File: src/rtl/black_in_feeder.sv
// Byte-to-word packer with a small word FIFO and a fixed-rate presenter that
// paces 32-bit words onto a handshake-less downstream wrapper input.
module black_in_feeder #(
    parameter int          DEPTH       = 4,
    parameter int          HOLD_CYCLES = 4,
    parameter logic [31:0] IDLE_WORD   = 32'h0
) (
    input  logic                     clock,
    input  logic                     reset,
    input  logic                     io_in_valid,
    output logic                     io_in_ready,
    input  logic [7:0]               io_in_byte,
    input  logic                     io_in_last,
    output logic [31:0]              io_out_a,
    output logic                     io_out_strobe,
    output logic [$clog2(DEPTH):0]   io_count,
    output logic                     io_busy
);

    // state  | meaning
    // S_IDLE | nothing being held; io_out_a keeps its last value
    // S_HOLD | a word is on io_out_a, hold counter running down to 0
    typedef enum logic {S_IDLE, S_HOLD} state_t;

    localparam int AW = $clog2(DEPTH);
    localparam int HW = (HOLD_CYCLES > 1) ? $clog2(HOLD_CYCLES) : 1;
    localparam logic [HW-1:0] HOLD_RELOAD = HW'(HOLD_CYCLES - 1);
    localparam logic [AW:0]   FULL_COUNT  = (AW+1)'(DEPTH);

    state_t          state_q, state_d;
    logic [HW-1:0]   hold_q, hold_d;
    logic [1:0]      idx_q, idx_d;
    logic [31:0]     part_q, part_d;
    logic [AW-1:0]   wptr_q, rptr_q;
    logic [AW:0]     count_q, count_d;
    logic [31:0]     out_q;
    logic            strobe_q;
    logic [31:0]     mem_q [DEPTH];

    logic            accept;
    logic            push;
    logic            pop;
    logic [31:0]     word;

    assign io_in_ready = (count_q < FULL_COUNT);
    assign accept      = io_in_valid && io_in_ready;
    assign word        = part_q | ({24'h0, io_in_byte} << {idx_q, 3'b000});
    // A last byte closes the word; upper bytes stay zero because part_q was cleared.
    assign push        = accept && ((idx_q == 2'd3) || io_in_last);

    always_comb begin
        idx_d  = idx_q;
        part_d = part_q;
        if (push) begin
            idx_d  = 2'd0;
            part_d = 32'h0;
        end else if (accept) begin
            idx_d  = idx_q + 2'd1;
            part_d = word;
        end
    end

    always_comb begin
        state_d = state_q;
        hold_d  = hold_q;
        pop     = 1'b0;
        case (state_q)
            S_IDLE: begin
                if (count_q != '0) begin
                    pop     = 1'b1;
                    hold_d  = HOLD_RELOAD;
                    state_d = S_HOLD;
                end
            end
            S_HOLD: begin
                if (hold_q != '0) begin
                    hold_d = hold_q - 1'b1;
                end else if (count_q != '0) begin
                    pop    = 1'b1;
                    hold_d = HOLD_RELOAD;
                end else begin
                    state_d = S_IDLE;
                end
            end
            default: state_d = S_IDLE;
        endcase
    end

    always_comb begin
        count_d = count_q;
        case ({push, pop})
            2'b10:   count_d = count_q + 1'b1;
            2'b01:   count_d = count_q - 1'b1;
            default: count_d = count_q;
        endcase
    end

    always_ff @(posedge clock or posedge reset) begin
        if (reset) begin
            state_q  <= S_IDLE;
            hold_q   <= '0;
            idx_q    <= 2'd0;
            part_q   <= 32'h0;
            wptr_q   <= '0;
            rptr_q   <= '0;
            count_q  <= '0;
            out_q    <= IDLE_WORD;
            strobe_q <= 1'b0;
        end else begin
            state_q  <= state_d;
            hold_q   <= hold_d;
            idx_q    <= idx_d;
            part_q   <= part_d;
            count_q  <= count_d;
            strobe_q <= pop;
            if (push) wptr_q <= wptr_q + 1'b1;
            if (pop) begin
                rptr_q <= rptr_q + 1'b1;
                out_q  <= mem_q[rptr_q];
            end
        end
    end

    // Storage needs no reset: occupancy alone decides what is valid.
    always_ff @(posedge clock) begin
        if (push) mem_q[wptr_q] <= word;
    end

    assign io_out_a      = out_q;
    assign io_out_strobe = strobe_q;
    assign io_count      = count_q;
    assign io_busy       = (idx_q != 2'd0) || (count_q != '0) || (state_q == S_HOLD);

endmodule

File: config.mk
export PLATFORM = sky130hd
export DESIGN_NAME = black_in_feeder
export DESIGN_NICKNAME = d
export VERILOG_FILES = /design/src/rtl/black_in_feeder.sv
export SDC_FILE = /design/constraint.sdc
export NUM_CORES = 1
export LEC_CHECK = 0
export CAP_MARGIN = 10
export CORE_UTILIZATION = 55
export CTS_BUF_LIST = sky130_fd_sc_hd__clkbuf_4
export CTS_CLUSTER_DIAMETER = 50
export CTS_CLUSTER_SIZE = 14
export DETAILED_ROUTE_END_ITERATION = 10
export PLACE_DENSITY = 0.81
export SETUP_SLACK_MARGIN = 0.5
export SLEW_MARGIN = 10
export SYNTH_ARGS = -nofsm -noshare
export SYNTH_HDL_FRONTEND = slang
export SYNTH_SLANG_ARGS = --single-unit
File: constraint.sdc
create_clock -name clock -period 3.7 [get_ports clock]
set_input_delay 0.925 -clock clock [delete_from_list [all_inputs] [get_ports clock]]
set_output_delay 0.925 -clock clock [all_outputs]
set_load 0.005 [all_outputs]
# Word-level counts from Yosys, hierarchy flattened
# Memories as Yosys holds them, arrays and structs flattened. A register that Yosys moved wholly into a read port is not among the register bits.
# Index checks and enable logic that the tools add are counted.
# totals
regBits	45
mem_bits_rw	128
input_bits	12
elab_cells	47
n_memories	1
# memory_table
memory	depth	width	read_ports	rd_ports_with_merged_regs	wr	line	source
mem_q	4	32	1	1	1	38	logic [31:0] mem_q [DEPTH];
# op_classes
n_addsub	6
order_cmp	1
n_eq_ne	3
n_shift	1
muxes	15
bitwise	2
reduce_logical	10
# op_table
cell	count
$mux W32	2
$or A32 B32 Y32	1
$shl A8 B5 Y32	1
$mux W2	4
$reduce_bool A2 Y1	4
$add A2 B1 Y2 const B	3
$pmux W3 S2	1
$mux W1	5
$eq A2 B2 Y1 const B	2
$pmux W1 S2	2
$pmux W2 S2	1
$add A3 B1 Y3 const B	1
$logic_or A1 B1 Y1	3
$lt A3 B3 Y1 const B	1
$reduce_bool A3 Y1	1
$sub A3 B1 Y3 const B	1
$eq A2 B1 Y1 const B	1
$logic_and A1 B1 Y1	2
$sub A2 B1 Y2 const B	1
$not A1 Y1	1

# Longest topological paths before layout
# depth
depth_word	6
depth_mapped	12
ltp_nobuf	10

# Worst setup path before layout
# Ideal clock, no wire load.
# synth_path
path_type	in2reg
start	in io_in_valid
end	mem mem_q[0][0], enable pin
arrival_ns	2.173
required_time_ns	3.308
slack_ns	1.135
cell_stages	4
n_path_buf	1
cell_sequence	nand2b_1 -> nor2_1 -> buf_2 -> and2_1
# synth_between
elab_chain_cells	4
# synth_lines
item	line	source
from (decl)	10	input logic io_in_valid,
$logic_and A1 B1 Y1	46	assign accept = io_in_valid && io_in_ready;
$logic_and A1 B1 Y1	49	assign push = accept && ((idx_q == 2'd3) || io_in_last);
$mux W1	126	if (push) mem_q[wptr_q] <= word;
$mux W1 (not written as such)	126	
to (decl)	38	
# Every way passes these cells.

# Final worst setup path
# layout_path
start	reg count_q[2], in the netlist io_count[2]
end	out io_busy
# layout_between
elab_chain_cells	3
# layout_lines
item	line	source
from (decl)	35	logic [AW:0] count_q, count_d;
from (signal assigned)	114	count_q <= count_d;
$reduce_bool A3 Y1	132	assign io_busy = (idx_q != 2'd0) || (count_q != '0) || (state_q == S_HOLD);
$logic_or A1 B1 Y1 (2 in a row)	132	
to (decl)	17	output logic io_busy
# Every way passes these cells.

==> impl_metrics.ini <==
[outcome]
status = finished, final reports clean

[route]
dr.pass1.iters = 4
drt-initial-drc-count = 272
vias = 4027
avgRoutedWirePerCell_um = 20.10
viasPerCell = 5.761
antenna_left = 0
drc = 0
drt-total-wl_um = 14050

[floorplan]
io_pins = 50
initial_core_util_pct = 56.96
die-area_sq_um = 14970
rows = 43
die_w_um = 122.4
die_y_um = 122.4
design.core.area_sq_um = 13990

[grt]
grt_overflow_total = 0
grt_pass1_vias = 4314
grt_usage_pct = 20.49
grt_max_degree = 35
grt_pass1_wl_um = 22670
antenna_found_initial = 1

[logic_synthesis]
mappedNetlistArea_sq_um = 7968
yosys_warnings = 0
ys_top_cells_by_area = edfxtp_1, dfrtp_1, mux4_2
ys_seq_area_share_pct = 72.42
postSynthCellCount = 450
yosysTopAreaCellShare_pct = 48.24
avgSynthCellArea_sq_um = 17.71
synth_commonest_cells = edfxtp_1, dfrtp_1, nor2_1, a21oi_1, mux2_2
synth_top_cell_by_area = edfxtp_1
async_reset_ff_share_pct = 37.56
synth_most_common_cell = edfxtp_1
synth_flop_cell = edfxtp_1
synth_edf_count = 128
synth_fp_nets = 470
synth-seq-cells = 205
synth_cell_types = 33

[power_and_ir_drop]
clock_power_share_pct = 14.5
switching_share_pct = 29.68
intPower_w = 0.004813
pwr-share-seq_pct = 50.1
powerDensity_nw_per_um2 = 771.8
ir_drop_mv = 0.5845
power_frac_comb_pct = 35.4
p_leak_nw = 3.500
p_switching_w = 0.002032

[setup_path]
startpoint = io_count[2]
r2r_cells = 5
ff2ff_setup_slack_ns = 1.60
critPathRequiredTime_ns = 2.77
crit_fanout = 9
timing.rr.start = idx_q[1]
critPathLaunchType = register
crit_type = register to primary output
endpoint = io_busy
regToRegEndpoint = mem_q[1][30]
worst_setup_path_end_kind = primary output
arrival_ns = 2.08

[timing]
tightest_slew_ns = 0.8827
fin_crit_sh_pct = 81.11
final-setup-viol-count = 0
slew_viol_final = 0
fmax_mhz = 333.2
period_needed_ns = 3.001
fin_tns_setup_ns = 0
clock_skew_ns = 0.01285
max_slew_margin_pct = 40.93
hold_viol_final = 0
rsz0062_at_grt = false

[clocking]
cts_root_buffer = clkbuf_4
clkLatencyLatePin_ns = 0.58
cts.repair.resized = 0
cts.clk_slew.worst_paths_ns = 0.14
clk_path_buf_depth = 3
cts_max_level = 1
clock_sinks = 205
cts_made_buffers = 18
cts_hold_buf = 0
cts_setup_buffers = 0
cts_tree = built

[run]
maxCapViolCount = 0

[place]
dp_hpwl_um = 8856
numPortBuffers = 49
place_congestion = 0.7425
dp.cells = 667

[layout]
area_delta_synth_final_pct = 11.31
nets = 527
drive_gt1_share_pct = 22.01
final_cells = 699
num-fill-cells = 986

[min_path]
hold_path.class = register to register
hp-start = part_q[0]
worst max-delay path: stages (launching register included):
cell and delay, ns:
dfrtp_1 0.51, nor3_1 0.38, nand3b_1 0.14, clkdlybuf4s50_1 0.46
power groups by stage:
stage          Clock, W  Combinational (W)  Sequential (W)
2_1_floorplan         0            0.00165         0.00344
3_3_place_gp          0            0.00238         0.00345
3_5_place_dp          0            0.00245         0.00348
4_1_cts         0.00103            0.00246         0.00343
5_1_grt         0.00112            0.00266         0.00349
6_report       0.000993            0.00242         0.00343
sequential cells by signal, indices dropped and copies added (netlist names):
signal / count
io_out_strobe: 1
idx_q: 2
rptr_q: 2
wptr_q: 2
io_count: 3
mem_q: 128
hold_q: 2
io_out_a: 32
state_q: 1
part_q: 32
metrics by stage:
stage / worst slack, ns / cell area [sq um] / utilization, % / total power, W / hold slack, ns
floorplan: 0.8083 / 7968 / - / 0.005082 / 0.4643
global placement: 0.9281 / 8641 / 61.77 / 0.005828 / 0.4780
detailed placement: 0.8084 / 8641 / 61.77 / 0.005936 / 0.4861
CTS: 0.6444 / 8866 / 63.38 / 0.006919 / 0.5182
global route: 0.5788 / 8869 / 63.40 / 0.007272 / 0.5355
finish: 0.6990 / 8869 / 63.40 / 0.006844 / 0.5168
area by class of cell:
type	instances	area (sq um)	area share, %
Antenna cell	1	2.502	0.02822
Clock buffer	29	217.7	2.455
Clock inverter	2	7.507	0.08465
Inverter	11	42.54	0.4797
Multi-Input combinational cell	207	1986	22.39
Sequential cell	205	5772	65.08
Tap cell	180	225.2	2.540
Timing Repair Buffer	64	615.6	6.941
logic make-up (layout without fill, tap and decap cells):
| family | Yosys count | in the layout | share of synthesized area [%] |
|---|---|---|---|
| adders and majority gates | 8 | 8 | 1.350 |
| xor gates and xnor gates | 6 | 6 | 0.6595 |
| muxes | 67 | 67 | 14.02 |
| AOI/OAI and AO/OA | 70 | 70 | 5.528 |
| DFF | 205 | 205 | 72.42 |
| other | 0 | 1 | 0 |
| buffers and inverters | 38 | 106 | 2.685 |
| and+or+nand+nor | 56 | 56 | 3.329 |
worst min-delay path by stage:
stage	to	slack (ns)	depth (start not counted)
final	part_q[0]	0.52	2
after floorplan	part_q[0]	0.46	2
after global routing	io_out_a[25]	0.54	1
after global placement	part_q[15]	0.48	2
after detailed placement	part_q[0]	0.49	2
after CTS	part_q[0]	0.52	2
per-layer routing:
metal | GRT usage, % | part of all wire [%] | vias to the layer above
met5 | 0 | 0 | -
met1 | 27.33 | 41 | 2040
met2 | 33.95 | 51 | 155
li1 | - | - | 1807
met3 | 3.578 | 6.0 | 25
met4 | 7.851 | 2.2 | 0
cells in the final DEF, fill, tap and decap left out, types with 2 or more instances in the layout:
| cell type | netlist | final |
|---|---|---|
| mux2_2 | 34 | 34 |
| nor4bb_1 | 2 | 2 |
| a21oi_1 | 34 | 34 |
| dfrtp_1 | 77 | 76 |
| and2_1 | 4 | 4 |
| inv_1 | 11 | 10 |
| clkdlybuf4s50_1 | 0 | 49 |
| mux4_2 | 31 | 31 |
| nor3_1 | 2 | 2 |
| buf_4 | 0 | 14 |
| ha_1 | 7 | 7 |
| nor2_1 | 39 | 38 |
| edfxtp_1 | 128 | 128 |
| clkinv_1 | 0 | 2 |
| nand2_1 | 2 | 2 |
| xnor2_1 | 5 | 5 |
| a21o_1 | 32 | 32 |
| clkbuf_4 | 0 | 29 |
(Power assumes the default switching activity.)
==> variant 1 (same settings) <==
The parameter `HOLD_CYCLES` goes from 4 to 8.
--- a/src/rtl/black_in_feeder.sv
+++ b/src/rtl/black_in_feeder.sv
@@ -2,7 +2,7 @@
 // paces 32-bit words onto a handshake-less downstream wrapper input.
 module black_in_feeder #(
     parameter int          DEPTH       = 4,
-    parameter int          HOLD_CYCLES = 4,
+    parameter int          HOLD_CYCLES = 8,
     parameter logic [31:0] IDLE_WORD   = 32'h0
 ) (
     input  logic                     clock,
Function: changed (a bounded check fails within 10 cycles, from zero or initial values and one cycle with reset high).
==> variant 1 against the unedited design <==
- first-iteration DRC count up 17%
- worst setup slack lost 71 ps
- area after synthesis grew 1.1%
- synthesized cell count grew 0.89%
- sequential cell count is 1 higher
- worst hold slack worse by 42 ps
- total power is 2.9% higher
- critical path depth rose by 1
- routed wire length up 2.5%
- final area increased by 2.1%
- critical endpoint unchanged
- largest cell class unchanged
==> variant 1: results (changes against the unedited design) <==
The run finished with clean final reports. The detailed router's first-iteration violation count came out at 318 (+17%). The largest driver fanout on the critical path is 6 (-3). The clock insertion delay at the later pin of the skew report came out at 620 ps (+40 ps). After synthesis, the most frequently instantiated cells are sky130_fd_sc_hd__edfxtp_1 (128), sky130_fd_sc_hd__dfrtp_1 (78), sky130_fd_sc_hd__nor2_1 (41). The final wirelength came out at 14400 um (+2.5%).

The source of the worst register-to-register timing path is io_count[2]$_DFFE_PP0P_. The max-slew headroom at the worst pin is 0.450 (+0.0410). The initial antenna violation count is 0 (-1). The worst hold slack came out at 475 ps (-41.5 ps). The average instance area after synthesis is 17.7 um^2 (+0.24%). The cell area after placement was 0.00875 mm^2 (+1.3%). The overall track demand over capacity in global routing is 0.204 (-0.000552). The met2 usage came out at 0.351 (+0.0112).

The number of buffers added by the clock tree synthesis step is 20 (+2). The final weighted congestion in routability-driven placement came out at 0.823 (+11%). The synthesized net count came out at 476 (+1.3%).

The half-perimeter wire length of the detailed placement result came to 9280 um (+4.8%). In this run the worst setup path begins at idx_q[0]$_DFFE_PP0P_. The wire length of the first global-routing pass came out at 22800 um (+0.49%).

The number of distinct library cell variants in the gate-level netlist after synthesis came to 31 (-6.1%). The clock slew seen by the registers of the worst setup and hold paths is 160 ps (+20 ps). The endpoint identified for the worst register-to-register timing path is io_count[2]$_DFFE_PP0P_.

The met3 wire length came to 832 um (-2.0%). The worst endpoint data arrival time came to 2150 ps (+70 ps). The final net count came out at 538 (+2.1%). The met3 routing resource usage after global routing is 0.0309 (-0.00488).

The routed length on met2 is 7120 um (-0.11%). The placed instance count is 674 (+1.0%). The share of flip-flops with an asynchronous set or reset came out at 0.379 (+0.00303). The worst clock skew is 67.9 ps (+55.1 ps). The pin count of the biggest net entering global routing came to 37 (+5.7%). The total of fill cells in the finished design is 995 (+0.91%). The sequential logic power is 3.58 mW (+4%). The relative contribution of combinational cells to total power came out at 0.324 (-0.030). The share of post-route cells with drive strength above 1 came out at 0.234 (+0.0139). The area of the multi-input gates is 0.00208 mm^2 (+4.8%). The number of diodes came to 0 (-1).

The clock group share of total power was 0.168 (+0.023). The worst setup margin came out at 628 ps (-70.6 ps). The depth of the most critical reg-to-reg path came to 9 (+4). The detailed-route wire length per cell is 20.3 um (+0.95%). The leakage power of the design came to 3.57 nW (+2.0%). The routed metal-1 wirelength is 5970 um (+3.6%).
[variant 1: changes by cell type after synthesis, sizes merged, moves of 2 or more]
cell    unedited run  this run
nor4bb             2         0
clkbuf             6        11
nor3               2         6
nor2              39        41
ha                 7         9
buf               21        13
[variant 1: logic make-up (layout without fill, tap and decap cells)]
group,Yosys count,after routing,share of synthesized area
fa+ha+maj,10,10,0.0165
buf+inv,36,112,0.0228
simple gates,58,58,0.0360
mux,65,65,0.141
compound gates,73,73,0.0582
flops,206,206,0.719
xor+xnor,6,6,0.00652
[variant 1: worst max-delay path, stage by stage, from the launching register on]
cell                              delay [ps]
sky130_fd_sc_hd__dfrtp_2                 500
sky130_fd_sc_hd__inv_1                   260
sky130_fd_sc_hd__ha_1                    230
sky130_fd_sc_hd__nand3b_1                 80
sky130_fd_sc_hd__clkdlybuf4s50_1         460
[variant 1: how the worst min path moves through the flow]
| stage | from | depth (start not counted) | end |
|---|---|---|---|
| 2_1_floorplan | hold_q[0]$_DFF_PP0_ | 1 | hold_q[0]$_DFF_PP0_ |
| 3_3_place_gp | hold_q[0]$_DFF_PP0_ | 1 | hold_q[0]$_DFF_PP0_ |
| 3_5_place_dp | hold_q[0]$_DFF_PP0_ | 1 | hold_q[0]$_DFF_PP0_ |
| 4_1_cts | hold_q[0]$_DFF_PP0_ | 1 | hold_q[0]$_DFF_PP0_ |
| 5_1_grt | hold_q[0]$_DFF_PP0_ | 1 | hold_q[0]$_DFF_PP0_ |
| 6_report | hold_q[0]$_DFF_PP0_ | 1 | hold_q[0]$_DFF_PP0_ |
[variant 1: area by class of cell]
cell class | count | share of cell area
well taps | 180 | 0.0249
clock inverters | 5 | 0.00719
inverters | 12 | 0.00511
multi-input cells | 212 | 0.230
clock buffers | 31 | 0.0257
repair buffers | 64 | 0.0666
flip-flops and latches | 206 | 0.641
==> variant 2 (same flow settings) <==
Made on the original files. Reset style: synchronous (`reset`), changed in one clocked block.
--- a/src/rtl/black_in_feeder.sv
+++ b/src/rtl/black_in_feeder.sv
@@ -95,7 +95,7 @@
         endcase
     end
 
-    always_ff @(posedge clock or posedge reset) begin
+    always_ff @(posedge clock) begin
         if (reset) begin
             state_q  <= S_IDLE;
             hold_q   <= '0;
Formal check against the unedited RTL: differs if reset is asserted again (counterexample within 4 cycles, from zero or initial values and one cycle with reset high); with reset held inactive, the same outputs for 10 cycles.
==> variant 2 against the unedited design <==
- count of clock-buffer cells in the layout increased by 1
- register-to-register slack worse by 390 ps
- total power shrank 18%
- sequential share of layout area shrank 3.2 points
- routed wire length increased by 7.7%
- sequential cell count unchanged
- die area shrank 0.45%
- area after synthesis shrank 0.46%
- synthesized cell count is 23% higher
- worst setup slack got worse by 32 ps
- final area fell by 1.8%
==> variant 2: results (changes against the unedited design) <==
The worst clock skew is 36.0 ps (+23.2 ps). The synthesized net count came to 573 (+22%). The final wirelength came out at 15100 um (+7.7%).

The worst hold path startpoint is io_out_a[17]$_SDFFE_PP0N_. The depth of the most critical reg-to-reg path came out at 9 (+4). The overall track demand over capacity in global routing came out at 0.211 (+0.00634). On the critical path the largest part of the delay comes from buffers and inverters. The met1 layer usage reported by global route came out at 0.302 (+0.0290). The end of the worst hold path is io_out_a[17]$_SDFFE_PP0N_. The share of post-route cells with drive strength above 1 is 0.137 (-0.0830). The final net count is 606 (+15%). The stage delay of the slowest cell on the critical path came out at 450 ps (-60 ps). The number of distinct library cell variants in the gate-level netlist after synthesis is 37 (+12%). The ratio of routed vias to standard cells is 5.99 (+4.1%).

In the post-synthesis netlist, the biggest area contributors are sky130_fd_sc_hd__edfxtp_1 (48%), sky130_fd_sc_hd__dfxtp_1 (19%), sky130_fd_sc_hd__mux4_2 (8.0%). Among all stages on the critical path, the largest delay is contributed by sky130_fd_sc_hd__clkdlybuf4s50_1. The worst endpoint data arrival time came out at 2110 ps (+30 ps).

The fraction of power consumed by sequential logic came out at 0.513 (+0.012). The total combinational power came out at 1.70 mW (-30%). The endpoint of the lowest-slack register-to-register path is io_count[2]$_SDFFE_PP0P_. The met3 routing resource usage after global routing came out at 0.0323 (-0.00348). The largest driver fanout on the critical path was 30 (+21). The H-tree depth reported by CTS was 1 (unchanged). The source of the worst register-to-register timing path is hold_q[1]$_SDFF_PP0_.

The routed metal-1 wirelength came out at 6590 um (+14%). The pin count of the biggest net entering global routing is 42 (+20%). The transition time of the tightest slew-check pin came to 1130 ps (+246 ps).

The worst reg-to-reg setup slack came out at 1210 ps (-390 ps). The final weighted congestion in routability-driven placement came out at 0.753 (+1.5%). The worst hold slack came out at 484 ps (-32.6 ps).

The internal power component is 3.88 mW (-19%). The half-perimeter wire length of the detailed placement result came out at 9980 um (+13%). By count the netlist is led by sky130_fd_sc_hd__edfxtp_1 (128), sky130_fd_sc_hd__dfxtp_1 (77), sky130_fd_sc_hd__a21oi_1 (42). The met2 usage came out at 0.346 (+0.00616). The proportion of synthesized chip area in sequential cells was 0.679 (-0.0453).

The detailed router's first-iteration violation count is 359 (+32%). The peak ir drop on the vdd network is 295 uV (-49%). The flow ran to the end, and the final reports show no timing, DRC or antenna violations.

The number of global-route vias before repair came out at 4476 (+3.8%). The met3 wire length came out at 1040 um (+22%). The initial antenna violation count came out at 0 (-1). The cell area after placement was 0.00845 mm^2 (-2.2%).

The number of detailed-routing iterations run before antenna repair is 5 (+1). The share of flip-flops with an asynchronous set or reset was 0 (-0.376).
==> variant 2: worst max path at each step <==
stage / endpoint / startpoint / slack (ps) / cells past startpoint
after global placement: io_count[2]$_SDFFE_PP0P_ / io_in_last / 680 / 9
after global routing: io_busy / io_count[1]$_SDFFE_PP0P_ / 530 / 4
after floorplan: io_count[2]$_SDFFE_PP0P_ / io_in_valid / 1100 / 10
after CTS: io_busy / io_count[0]$_SDFFE_PP0P_ / 530 / 4
final: io_busy / io_count[1]$_SDFFE_PP0P_ / 670 / 4
after detailed placement: io_count[2]$_SDFFE_PP0P_ / io_in_last / 630 / 9
==> variant 2: cells by family (layout without fill, tap and decap cells) <==
kind of cell             after synthesis  count (layout)  share of synthesized area
AO/OA/AOI/OAI                        149             149                      0.113
XOR/XNOR                               2               2                    0.00221
adder cells (fa/ha/maj)                8               8                     0.0136
buffers and inverters                 62             107                     0.0437
flip-flops                           205             205                      0.679
multiplexers                          32              32                     0.0928
other                                  0               1                          0
AND/OR/NAND/NOR                       95              95                     0.0558
==> variant 2: metrics by stage <==
step	cells	power, mW	worst slack, ps
2_1_floorplan	553	4.02	1100
4_1_cts	775	5.56	533
6_report	779	5.58	667
5_1_grt	778	5.90	533
3_3_place_gp	743	4.48	684
3_5_place_dp	743	4.56	633
==> variant 2: area by class of cell <==
class	instances	area (um^2)
Sequential cell	205	5390
Fill cell	1014	5280
Multi-Input combinational cell	286	2210
Timing Repair Buffer	65	614
Clock buffer	30	225
Tap cell	180	225
Inverter	10	37.5
Clock inverter	2	8.76
Antenna cell	1	2.50
==> variant 2: timing repair <==
action / in CTS / in global routing
hold buffers: 0 / 0
buffers inserted: 0 / 3
setup endpoints to repair: 1 / 1
gates cloned: 0 / 0
pin swaps: 0 / 1
endpoints found under the hold margin: 0 / 0
resized for setup: 1 / 0
